`src/rtl/scatter_sched_pkg.sv`:
```
// Shared state encoding and count-width helpers for batch issuers.
package scatter_sched_pkg;

  typedef enum logic {
    IDLE  = 1'b0,
    ISSUE = 1'b1
  } state_e;

  // Width of an offset into a batch of n entries.
  function automatic int ofs_width(input int n);
    return $clog2(n);
  endfunction

  // Width of a count that can reach n inclusive (n a power of two).
  function automatic int cnt_width(input int n);
    return $clog2(n) + 1;
  endfunction

endpackage

```
`src/rtl/cnt_bits.sv`:
```
// Prefix popcounts: pre[j] = number of set bits in bits[j-1:0]; pre[N] is the total.
module cnt_bits #(
  parameter int N = 8,
  parameter int W = $clog2(N + 1)
) (
  input  logic [N-1:0]       bits,
  output logic [N:0][W-1:0]  pre
);

  always_comb begin
    pre[0] = '0;
    for (int j = 0; j < N; j++) begin
      pre[j+1] = pre[j] + W'(bits[j]);
    end
  end

endmodule

```
`src/rtl/scatter.sv`:
```
// Packs consecutive input entries (from offset) into the selected output slots, lowest slot first.
// Purely combinational; unselected slots drive zero.
module scatter #(
  parameter int DATA   = 32,
  parameter int IN     = 4,
  parameter int OUT    = 8,
  parameter bit OFFSET = 1'b1,
  parameter bit ACT    = 1'b1,
  parameter int OW     = $clog2(IN)
) (
  input  logic [IN-1:0][DATA-1:0]  in_data,
  input  logic [OW-1:0]            offset,
  input  logic [OUT-1:0]           sel,
  output logic [OUT-1:0]           out_valid,
  output logic [OUT-1:0][DATA-1:0] out_data
);

  logic [OUT-1:0] sel_act;
  logic [OW-1:0]  base;
  logic [OW-1:0]  idx;

  assign sel_act = ACT ? sel : ~sel;
  assign base    = OFFSET ? offset : '0;

  always_comb begin
    out_valid = '0;
    out_data  = '0;
    idx       = base;
    for (int j = 0; j < OUT; j++) begin
      if (sel_act[j]) begin
        out_valid[j] = 1'b1;
        out_data[j]  = in_data[idx];
        idx          = idx + OW'(1);
      end
    end
  end

endmodule

```
`src/rtl/scatter_sched_slot_limit.sv`:
```
// Keeps only the first `remaining` free slots (lowest index first) and reports how many were kept.
module slot_limit #(
  parameter int OUT = 8,
  parameter int CW  = 3
) (
  input  logic [OUT-1:0] slot_free,
  input  logic [CW-1:0]  remaining,
  output logic [OUT-1:0] sel,
  output logic [CW-1:0]  n
);

  localparam int PW = $clog2(OUT + 1);

  logic [OUT:0][PW-1:0] pre;
  logic [PW-1:0]        rem_ext;

  cnt_bits #(.N(OUT), .W(PW)) u_cnt (
    .bits (slot_free),
    .pre  (pre)
  );

  assign rem_ext = PW'(remaining);

  always_comb begin
    sel = '0;
    for (int j = 0; j < OUT; j++) begin
      sel[j] = slot_free[j] && (pre[j] < rem_ext);
    end
  end

  // Total is only narrowed when it is below remaining, so it always fits CW bits there.
  assign n = (pre[OUT] < rem_ext) ? pre[OUT][CW-1:0] : remaining;

endmodule

```
`src/rtl/scatter_sched.sv`:
```
// Holds one batch and issues it in order into free downstream slots; issue starts the cycle after accept.
// Backpressure: in_ready only in IDLE without flush; downstream slots commit with no per-slot stall.
module scatter_sched
  import scatter_sched_pkg::*;
#(
  parameter int DATA = 32,
  parameter int IN   = 4,
  parameter int OUT  = 8
) (
  input  logic                      clk,
  input  logic                      reset,
  input  logic                      flush,
  input  logic                      in_valid,
  output logic                      in_ready,
  input  logic [cnt_width(IN)-1:0]  in_cnt,
  input  logic [IN-1:0][DATA-1:0]   in_data,
  input  logic [OUT-1:0]            slot_free,
  output logic [OUT-1:0]            out_valid,
  output logic [OUT-1:0][DATA-1:0]  out_data,
  output logic                      busy,
  output logic                      done
);

  localparam int OFS = ofs_width(IN);
  localparam int CW  = cnt_width(IN);

  state_e                state, state_nxt;
  logic [IN-1:0][DATA-1:0] held;
  logic [CW-1:0]         cnt;
  logic [OFS-1:0]        issued;

  logic                  active;
  logic                  accept;
  logic [CW-1:0]         remaining;
  logic [CW-1:0]         clamped;
  logic [OUT-1:0]        sel;
  logic [CW-1:0]         n;

  assign remaining = cnt - {1'b0, issued};
  assign clamped   = (in_cnt > CW'(IN)) ? CW'(IN) : in_cnt;

  // Flush masks the free vector so it also suppresses the same-cycle issue.
  slot_limit #(.OUT(OUT), .CW(CW)) u_limit (
    .slot_free (slot_free & {OUT{active}}),
    .remaining (remaining),
    .sel       (sel),
    .n         (n)
  );

  scatter #(
    .DATA(DATA), .IN(IN), .OUT(OUT), .OFFSET(1'b1), .ACT(1'b1), .OW(OFS)
  ) u_scatter (
    .in_data   (held),
    .offset    (issued),
    .sel       (sel),
    .out_valid (out_valid),
    .out_data  (out_data)
  );

  always_comb begin
    state_nxt = state;
    in_ready  = 1'b0;
    busy      = 1'b0;
    active    = 1'b0;
    done      = 1'b0;
    accept    = 1'b0;
    case (state)
      IDLE: begin
        in_ready = ~flush;
        accept   = in_valid && ~flush;
        if (accept && (in_cnt != '0)) state_nxt = ISSUE;
      end
      ISSUE: begin
        busy   = 1'b1;
        active = ~flush;
        done   = active && (n == remaining);
        if (flush || done) state_nxt = IDLE;
      end
      default: state_nxt = IDLE;
    endcase
  end

  always_ff @(posedge clk or posedge reset) begin
    if (reset) begin
      state  <= IDLE;
      held   <= '0;
      cnt    <= '0;
      issued <= '0;
    end else begin
      state <= state_nxt;
      if (accept && (in_cnt != '0)) begin
        held   <= in_data;
        cnt    <= clamped;
        issued <= '0;
      end else if (state == ISSUE) begin
        if (flush || done) begin
          cnt    <= '0;
          issued <= '0;
        end else begin
          issued <= issued + n[OFS-1:0];
        end
      end
    end
  end

endmodule
```
`config.mk`:
```
export PLATFORM = sky130hd
export DESIGN_NAME = scatter_sched
export DESIGN_NICKNAME = d
export VERILOG_FILES = /design/src/rtl/scatter_sched_pkg.sv /design/src/rtl/cnt_bits.sv /design/src/rtl/scatter.sv /design/src/rtl/scatter_sched_slot_limit.sv /design/src/rtl/scatter_sched.sv
export SDC_FILE = /design/constraint.sdc
export NUM_CORES = 1
export LEC_CHECK = 0
export BUFFER_PORTS_ARGS = -buffer_cell sky130_fd_sc_hd__buf_2
export CAP_MARGIN = 20
export CORE_MARGIN = 1
export CORE_UTILIZATION = 45
export CTS_CLUSTER_SIZE = 24
export DETAILED_ROUTE_END_ITERATION = 16
export PLACE_DENSITY_LB_ADDON = 0.15
export SLEW_MARGIN = 20
export SYNTH_ARGS = -nofsm -noshare
export SYNTH_HDL_FRONTEND = slang
export SYNTH_SLANG_ARGS = --single-unit
export TNS_END_PERCENT = 20
```
`constraint.sdc`:
```
create_clock -name clk -period 6.9 [get_ports clk]
set_input_delay 0 -clock clk [delete_from_list [all_inputs] [get_ports clk]]
set_output_delay 0 -clock clk [all_outputs]
set_load 0.005 [all_outputs]
```
After elaboration in Yosys (flattened, before gate mapping):

Cells that the tools add are included.

* multiplexer cells: 55
* reductions and logical operators: 18
* equal/unequal tests: 1
* bitwise logic cells: 3
* add/sub/neg operators: 16
* order comparisons: 18

Operators with widths (count)
* binary-select mux 32 bit (select 2 bit): 8
* two-way mux 32 bit: 16
* less-than comparator 2 x 3 -> 1 bit, second input constant: 8
* less-than comparator 4 x 3 -> 1 bit: 5
* two-way mux 2 bit: 10
* adder 4 x 1 -> 4 bit: 4
* two-way mux 1 bit: 15
* two-way mux 3 bit: 5
* adder 2 x 1 -> 2 bit, second input constant: 7
* logical AND 1 bit: 12
* AND 8 bit: 1
* adder 3 x 1 -> 4 bit: 1
* nonzero test 2 bit: 2
* adder 2 x 1 -> 3 bit: 1
* equality test 3 bit: 1
* greater-than comparator 3 bit, second input constant: 1
* less-than comparator 1 x 3 -> 1 bit: 1
* less-than comparator 1 x 3 -> 1 bit, first input constant: 1
* less-than comparator 2 x 3 -> 1 bit: 1
* less-than comparator 3 bit: 1
* nonzero test 3 bit: 1
* subtractor 3 x 2 -> 3 bit: 1
* adder 1 x 1 -> 2 bit: 1
* adder 2 bit: 1
* 4 further kinds: 6

* bits in registers: 134
* logic and storage cells: 118

Longest topological paths before layout:

Gate-level depths: netlist of the first run.

* depth in word-level cells: 20
* depth in mapped cells: 24

Hierarchy:

From an unflattened synthesis of the first run, not the netlist that was laid out.

* cells, all modules: 1215
* area total of the unflattened synthesis: 15399.8 um^2

By module, submodules not included
* scatter: times used 1, cells each 771, sequential area each 0.0 um^2, area an instance 8747.1 um^2
* scatter_sched: times used 1, cells each 320, sequential area each 3353.2 um^2, area an instance 5630.4 um^2
* slot_limit: times used 1, cells each 67, sequential area each 0.0 um^2, area an instance 516.7 um^2
* cnt_bits: times used 1, cells each 57, sequential area each 0.0 um^2, area an instance 505.5 um^2

Worst setup path after synthesis of the first run:

Ideal clock, no wire load.

* kind: reg-to-output
* start: register state
* end: output port out_data[225] (netlist bit)
* path buffers: 4
* required time: 6.900 ns
* setup slack: 1.990 ns
* arrival time: 4.910 ns
* stages on the path, launching flop included: 25
* path through: dfrtp_1 > nor2b_1 > nand2_1 > inv_1 > ha_1 > ha_1 > xor2_1 > xnor2_1 > inv_1 > ha_1 > o21a_1 > o21ai_0 > nand3b_1 > inv_1 > clkbuf_1 > nand3_1 > a41oi_1 > nor3_1 > or3_1 > buf_2 > and2_1 > buf_2 > clkbuf_1 > a221oi_1 > a211oi_2

RTL lines
* from (decl): RTL line scatter_sched.sv:27 `state_e state, state_nxt;`
* from (signal assigned): RTL line scatter_sched.sv:90 `state <= state_nxt;`
* to (decl): RTL line scatter_sched.sv:19 `output logic [OUT-1:0][DATA-1:0] out_data,`

==> results.sh, run 1 <==
export IMPL_status="finished clean"
export IMPL_timing_final_ws_setup_ns=0.405
export IMPL_vias=14294
export IMPL_die_w_um=183
export IMPL_skew_ns=0.00745
export IMPL_p_per_area_nw_per_um2=356
export IMPL_die_h_um=183
export IMPL_grt_first_pass_wirelength_mm=88.4
export IMPL_hold_depth=5
export IMPL_syn_inst=1294
export IMPL_cts_max_level=4
export IMPL_top_layer_used="met4"
export IMPL_drt_wl_total_mm=59.4
export IMPL_dieArea_um2=33600
export IMPL_port_buffers=409
export IMPL_wl_met2_mm=28.0
export IMPL_maxCapViolCount=0
export IMPL_dr_pass1_iters=5
export IMPL_netlist_area_um2=14800
export IMPL_ys_warn_count=0
export IMPL_wl_per_cell_um=26.7
export IMPL_yosysUniqueCellTypes=68
export IMPL_synthSimpleGateAreaFrac_pct=10.8
export IMPL_cp_data_required_time_ns=6.90
export IMPL_p_leak_nw=8.33
export IMPL_fin_nets=1939
export IMPL_core_area_um2=32500
export IMPL_rows=66
export IMPL_cp_start_kind="flip-flop"
export IMPL_final_util_pct=59.3
export IMPL_clk_latency_ns=0.45
export IMPL_grt_overflow=0
export IMPL_cts_buffers=17
export IMPL_io_pins=410
export IMPL_final_cell_mix="buf_2 (409), and2_1 (166), mux2_2 (160), mux4_2 (160), dlygate4sd3_1 (135)"
export IMPL_cts_tree="yes"
export IMPL_grt_pass1_vias=14303
export IMPL_synth_compound_area_share_pct=12.4
export IMPL_initial_core_util_pct=45.6
export IMPL_path_clk_slew_ns=0.06
export IMPL_clock_sinks=134
export IMPL_grt_usage_pct=35.3
export IMPL_syn_avg_cell_area_um2=11.4
export IMPL_synth_nets=1464
export IMPL_routed_via_density=6.42
export IMPL_wl_met3_mm=5.11
export IMPL_pre_cts_slack_ns=0.380
export IMPL_hold_viol=0
export IMPL_syn2layout_area_growth_pct=30.1
export IMPL_fillerInstances=2771
export IMPL_r2r_slack_ns=1.46
export IMPL_synth_mux_area_share_pct=45.2
export IMPL_grt_max_degree=77
export IMPL_rsz0062_at_grt="no"
export IMPL_drv_slew=0
export IMPL_whs_endpoint="issued[1]$_DFFE_PP0P_"
export IMPL_synth_top_family_by_area="multiplexers"
export IMPL_ant_nets=0
export IMPL_routabilityCongestion=0.902
export IMPL_antenna_found_initial=1
export IMPL_drive_gt1_share_pct=48.5
export IMPL_hp_start="flush"
export IMPL_ys_seq_area_share_pct=22.7
export IMPL_slew_headroom_pct=23.6
export IMPL_reg2reg_depth=20
export IMPL_ff_latch_area_um2=3360
export IMPL_rr_endpoint="issued[1]$_DFFE_PP0P_"
export IMPL_cts_root_buf="clkbuf_16"
export IMPL_multi_input_area_um2=11000
export IMPL_synthAdderAreaFrac_pct=2.48
export IMPL_max_freq_mhz=154
export IMPL_critPathCaptureType="output port"
export IMPL_synth_edff_count=0
export IMPL_hpwlAfterDp_mm=37.6
export IMPL_ys_flop_type="dfrtp_1"
export IMPL_synth_seq_cells=134
export IMPL_tightest_slew_ns=1.15
export IMPL_ir_worst_vdd_uv=251
export IMPL_setup_violations_final=0
export IMPL_synth_xor_area_share_pct=1.99
export IMPL_fin_crit_ns=6.50
export IMPL_reg2reg_from="state$_DFF_PP0_"
export IMPL_met1Wirelength_mm=23.6
export IMPL_mostFrequentLayoutCell="buf_2"
export IMPL_finalSetupTns_ns=0
export IMPL_crit_fanout=20
export IMPL_worstSetupPathType="reg -> out"
export IMPL_async_flop_share_pct=100
export IMPL_remaining_drc_errors=0
export IMPL_clockBufferDepth=2
export IMPL_period_share_pct=94.1
export IMPL_drtIter0Drc=1221
export IMPL_hold_path_class="in -> reg"
export IMPL_cp_data_arrival_time_ns=6.50
-- power by group --
part	switching [W]	total [W]	internal, W
registers	0.000667	0.00172	0.00106
logic	0.00203	0.00419	0.00215
clock network	0.000384	0.000941	0.000557
-- Yosys cell counts (all sizes together) (3+ instances only) --
master / n / share of area, %
o21ai: 19 / 0.64
and3: 3 / 0.13
ha: 26 / 2.2
nand3: 7 / 0.24
xor2: 8 / 0.47
dfrtp: 134 / 23
buf: 41 / 1.6
mux2: 160 / 12
inv: 24 / 0.61
a21boi: 33 / 1.7
mux4: 160 / 24
o211ai: 4 / 0.20
o22ai: 33 / 1.4
nand3b: 3 / 0.15
nand2: 17 / 0.48
xnor3: 4 / 0.61
a221oi: 32 / 1.9
o21a: 5 / 0.25
nand4b: 3 / 0.22
mux2i: 129 / 8.7
a211oi: 66 / 4.4
nor2b: 3 / 0.13
and2: 168 / 7.1
nor3: 13 / 0.44
a31oi: 3 / 0.13
a21oi: 10 / 0.34
xnor2: 12 / 0.91
nor2: 46 / 1.2
a41oi: 3 / 0.18
nand2b: 3 / 0.13
clkbuf: 87 / 2.2
-- critical path, stage by stage (launching register included) --
cell and delay, ns:
dfrtp_1 0.45, nor2b_2 0.34, nand2_1 0.12, inv_1 0.10, ha_1 0.27, ha_1 0.26
xor2_1 0.19, xnor2_2 0.31, inv_1 0.10, ha_1 0.30, o21a_1 0.10, o21ai_0 0.14
nand3b_1 0.29, inv_1 0.16, buf_4 0.25, nor3_1 0.10, o41ai_2 0.48, a21oi_1 0.19
or3_2 0.72, and2_2 0.48, a221oi_1 0.39, a211oi_2 0.09, buf_2 0.18
-- metal layers --
layer  global-route usage [%]  vias up
li1                         -     6020
met1                     46.0     7197
met2                     55.8      904
met3                     7.74      173
met4                     16.4        0
met5                        0        -
-- registers in the layout (all words and copies together), names as in the netlist --
| name | count |
|---|---|
| state | 1 |
| cnt | 3 |
| held | 128 |
| issued | 2 |
-- per-stage QoR --
stage	instances	total power, W	area (um2)	hold WS [ns]
6_report	2225	0.00685	19300	0.143
5_1_grt	2225	0.00722	19300	0.171
4_1_cts	2223	0.00677	19200	0.109
3_5_place_dp	2056	0.00574	17300	0.190
3_3_place_gp	2056	0.00565	17300	0.188
2_1_floorplan	1294	0.00456	14800	0.0359
-- layout make-up --
cell class / instances / share of cell area (%)
repair buffers: 583 / 19.2
clock inverters: 9 / 0.520
clock buffers: 23 / 2.48
inverters: 25 / 0.513
flip-flops and latches: 134 / 17.4
diodes: 1 / 0.0130
multi-input cells: 1008 / 56.9
well taps: 442 / 2.87
-- worst max-delay path by stage --
stage | from | to | slack [ns] | cells after the start
floorplan | state$_DFF_PP0_ | out_data[225] | 1.99 | 24
global placement | state$_DFF_PP0_ | out_data[224] | 0.58 | 22
detailed placement | state$_DFF_PP0_ | out_data[224] | 0.38 | 22
CTS | state$_DFF_PP0_ | out_data[246] | 0.13 | 22
global route | state$_DFF_PP0_ | out_data[244] | 0.01 | 23
finish | state$_DFF_PP0_ | out_data[252] | 0.40 | 22
-- cell families after synthesis --
kind of cell	Yosys count
AND/OR/NAND/NOR	278
buffers and inverters	153
multiplexers	449
AO/OA/AOI/OAI	227
adder cells (fa/ha/maj)	29
flip-flops	134
XOR/XNOR	24
-- what timing repair did --
action                                  in CTS  in global routing
endpoints found under the setup margin      18                 33
buffers inserted                             0                  0
hold buffers                               135                  0
endpoints found under the hold margin      206                  0
gates cloned                                 0                  1
resized for setup                            1                  3
pin swaps                                    0                  1
(Power assumes the default switching activity.)
==> run 2: changes to the inputs <==
--- a/config.mk
+++ b/config.mk
@@ -12,6 +12,7 @@
 export CTS_CLUSTER_SIZE = 24
 export DETAILED_ROUTE_END_ITERATION = 16
 export PLACE_DENSITY_LB_ADDON = 0.15
+export RECOVER_POWER = 25
 export SLEW_MARGIN = 20
 export SYNTH_ARGS = -nofsm -noshare
 export SYNTH_HDL_FRONTEND = slang
==> constraint.sdc (replaced) <==
create_clock -name clk -period 7.9 [get_ports clk]
set_input_delay 0 -clock clk [delete_from_list [all_inputs] [get_ports clk]]
set_output_delay 0 -clock clk [all_outputs]
set_load 0.005 [all_outputs]
==> results.sh, run 2 (synthesis gave the netlist of run 1 again) <==
export IMPL_grt_first_pass_wirelength_mm=86.4
export IMPL_final_util_pct=59.2
export IMPL_finalSetupTns_ns=0
export IMPL_pre_cts_slack_ns=0.972
export IMPL_stdcell_area_um2=19200
export IMPL_fin_nets=1928
export IMPL_max_freq_mhz=136
export IMPL_wl_per_cell_um=26.3
export IMPL_cp_data_required_time_ns=7.90
export IMPL_critPathSlowestCell="and2_4"
export IMPL_ant_nets=0
export IMPL_crit_fanout=66
export IMPL_routed_via_density=6.44
export IMPL_critPathCaptureType="output port"
export IMPL_p_leak_nw=8.29
export IMPL_hold_path_class="in -> reg"
export IMPL_grt_max_degree=78
export IMPL_cpPeakStageDelay_ns=0.70
export IMPL_setup_violations_final=0
export IMPL_grt_pass1_vias=13956
export IMPL_fin_crit_ns=7.34
export IMPL_rsz0062_at_grt="no"
export IMPL_hpwlAfterDp_mm=37.1
export IMPL_drtIter0Drc=1329
export IMPL_drv_slew=137
export IMPL_vias=14259
export IMPL_hold_depth=5
export IMPL_mostFrequentLayoutCell="buf_2"
export IMPL_clock_sinks=134
export IMPL_remaining_drc_errors=1
export IMPL_io_pins=410
export IMPL_reg2reg_depth=20
export IMPL_die_w_um=183
export IMPL_final_cell_mix="buf_2 (407), and2_1 (166), mux2_2 (160), mux4_2 (160), dlygate4sd3_1 (134)"
export IMPL_biggestRegsByFlops="held: 128 flops, cnt: 3 flops, issued: 2 flops"
export IMPL_cp_num_buf_inv=5
export IMPL_hold_viol=0
export IMPL_clk_latency_ns=0.45
export IMPL_cp_data_arrival_time_ns=7.34
export IMPL_rows=66
export IMPL_path_clk_slew_ns=0.08
export IMPL_clockBufferDepth=2
export IMPL_slew_headroom_pct=-164
export IMPL_drive_gt1_share_pct=48.2
export IMPL_top_register="held"
export IMPL_fillerInstances=2745
export IMPL_drt_wl_total_mm=58.3
export IMPL_path_delay_family="compound AO/OA/AOI/OAI gates"
export IMPL_syn2layout_area_growth_pct=29.7
export IMPL_antenna_found_initial=1
export IMPL_maxCapViolCount=2
export IMPL_grt_usage_pct=34.4
export IMPL_period_share_pct=92.9
export IMPL_status="finished, violations left"
export IMPL_tightest_slew_ns=3.96
export IMPL_largest_reg_flops=128
export IMPL_cts_tree="yes"
export IMPL_cp_start_kind="flip-flop"
export IMPL_dieArea_um2=33600
export IMPL_path_cells="nor2b_1 > nand2_1 > inv_1 > ha_1 > ha_1 > xor2_1 > xnor2_1 > inv_1 > ha_1 > o21a_1 > o21ai_0 > nand3b_1 > inv_1 > nor3_1 > o41ai_2 > a21oi_1 > o21ai_4 > buf_4 > and2_4 > a221oi_1 > a211oi_2 > buf_2"
export IMPL_timing_final_ws_setup_ns=0.561
export IMPL_port_buffers=409
export IMPL_crit_cells=22
export IMPL_dr_pass1_iters=11
export IMPL_initial_core_util_pct=45.6
export IMPL_core_area_um2=32500
export IMPL_cts_max_level=4
export IMPL_worstSetupPathType="reg -> out"
export IMPL_ir_worst_vdd_uv=307
export IMPL_grt_overflow=0
export IMPL_cts_buffers=17
export IMPL_cts_root_buf="clkbuf_16"
export IMPL_p_per_area_nw_per_um2=313
export IMPL_place_area_um2=17200
export IMPL_violations="DRC, capacitance limit, slew limit"
export IMPL_skew_ns=0.0210
export IMPL_routabilityCongestion=0.940
export IMPL_die_h_um=183
export IMPL_power_w=0.00600
-- run 2: cell types whose count changed in the layout (fill, tap and decap cells not counted), moves of 2 or more --
cell / before / now
clkinvlp_4: 2 / 4
inv_6: 1 / 4
buf_4: 38 / 27
buf_2: 409 / 407
clkinv_2: 5 / 1
-- run 2: repair_timing --
item | in CTS | in global routing
resized for setup | 0 | 1
endpoints found under the setup margin | 0 | 32
setup buffers | 0 | 0
hold buffers | 134 | 0
hold endpoints to repair | 198 | 0
-- run 2: metal layers --
layer  part of all wire [%]  track usage (%)
met1                     39             43.5
met2                     48             55.8
met3                    8.7             7.29
met4                    4.8             17.2
met5                      0                0
-- run 2: per-stage QoR --
step,hold slack (ns),instances
after floorplan,0.0359,1294
after global placement,0.143,2046
after detailed placement,0.142,2047
after CTS,0.103,2213
after global routing,0.162,2214
final,0.119,2214
-- run 2: final timing paths --
check,from,endpoint,slack [ns]
max reg2reg,state$_DFF_PP0_,issued[1]$_DFFE_PP0P_,2.22
min,in_valid,cnt[0]$_DFFE_PP0P_,0.12
max in group asynchronous,reset,held[33]$_DFFE_PP0P_,2.06
min in group asynchronous,reset,held[17]$_DFFE_PP0P_,1.03
max,state$_DFF_PP0_,out_data[227],0.56
min reg2reg,cnt[0]$_DFFE_PP0P_,cnt[0]$_DFFE_PP0P_,0.56
-- run 2: area by class of cell --
type                    instances  area [um2]  share of cell area, %
diodes                          1        2.50                 0.0130
flip-flops and latches        134        3360                   17.5
inverters                      25        95.1                  0.495
repair buffers                573        3630                   18.9
clock buffers                  19         453                   2.36
clock inverters                13         169                  0.880
multi-input cells            1007       10900                   57.0
well taps                     442         553                   2.88
-- run 2: worst min-delay path, stage by stage --
cell and delay [ns]:
buf_2 0.09, and2_1 0.15, nor2b_1 0.14, nand2_1 0.06, o21ai_0 0.07
-- run 2: where the power goes --
part / total, W / internal, W / switching, W
clock: 0.000880 / 0.000518 / 0.000362
sequential: 0.00152 / 0.000922 / 0.000595
combinational: 0.00360 / 0.00188 / 0.00173
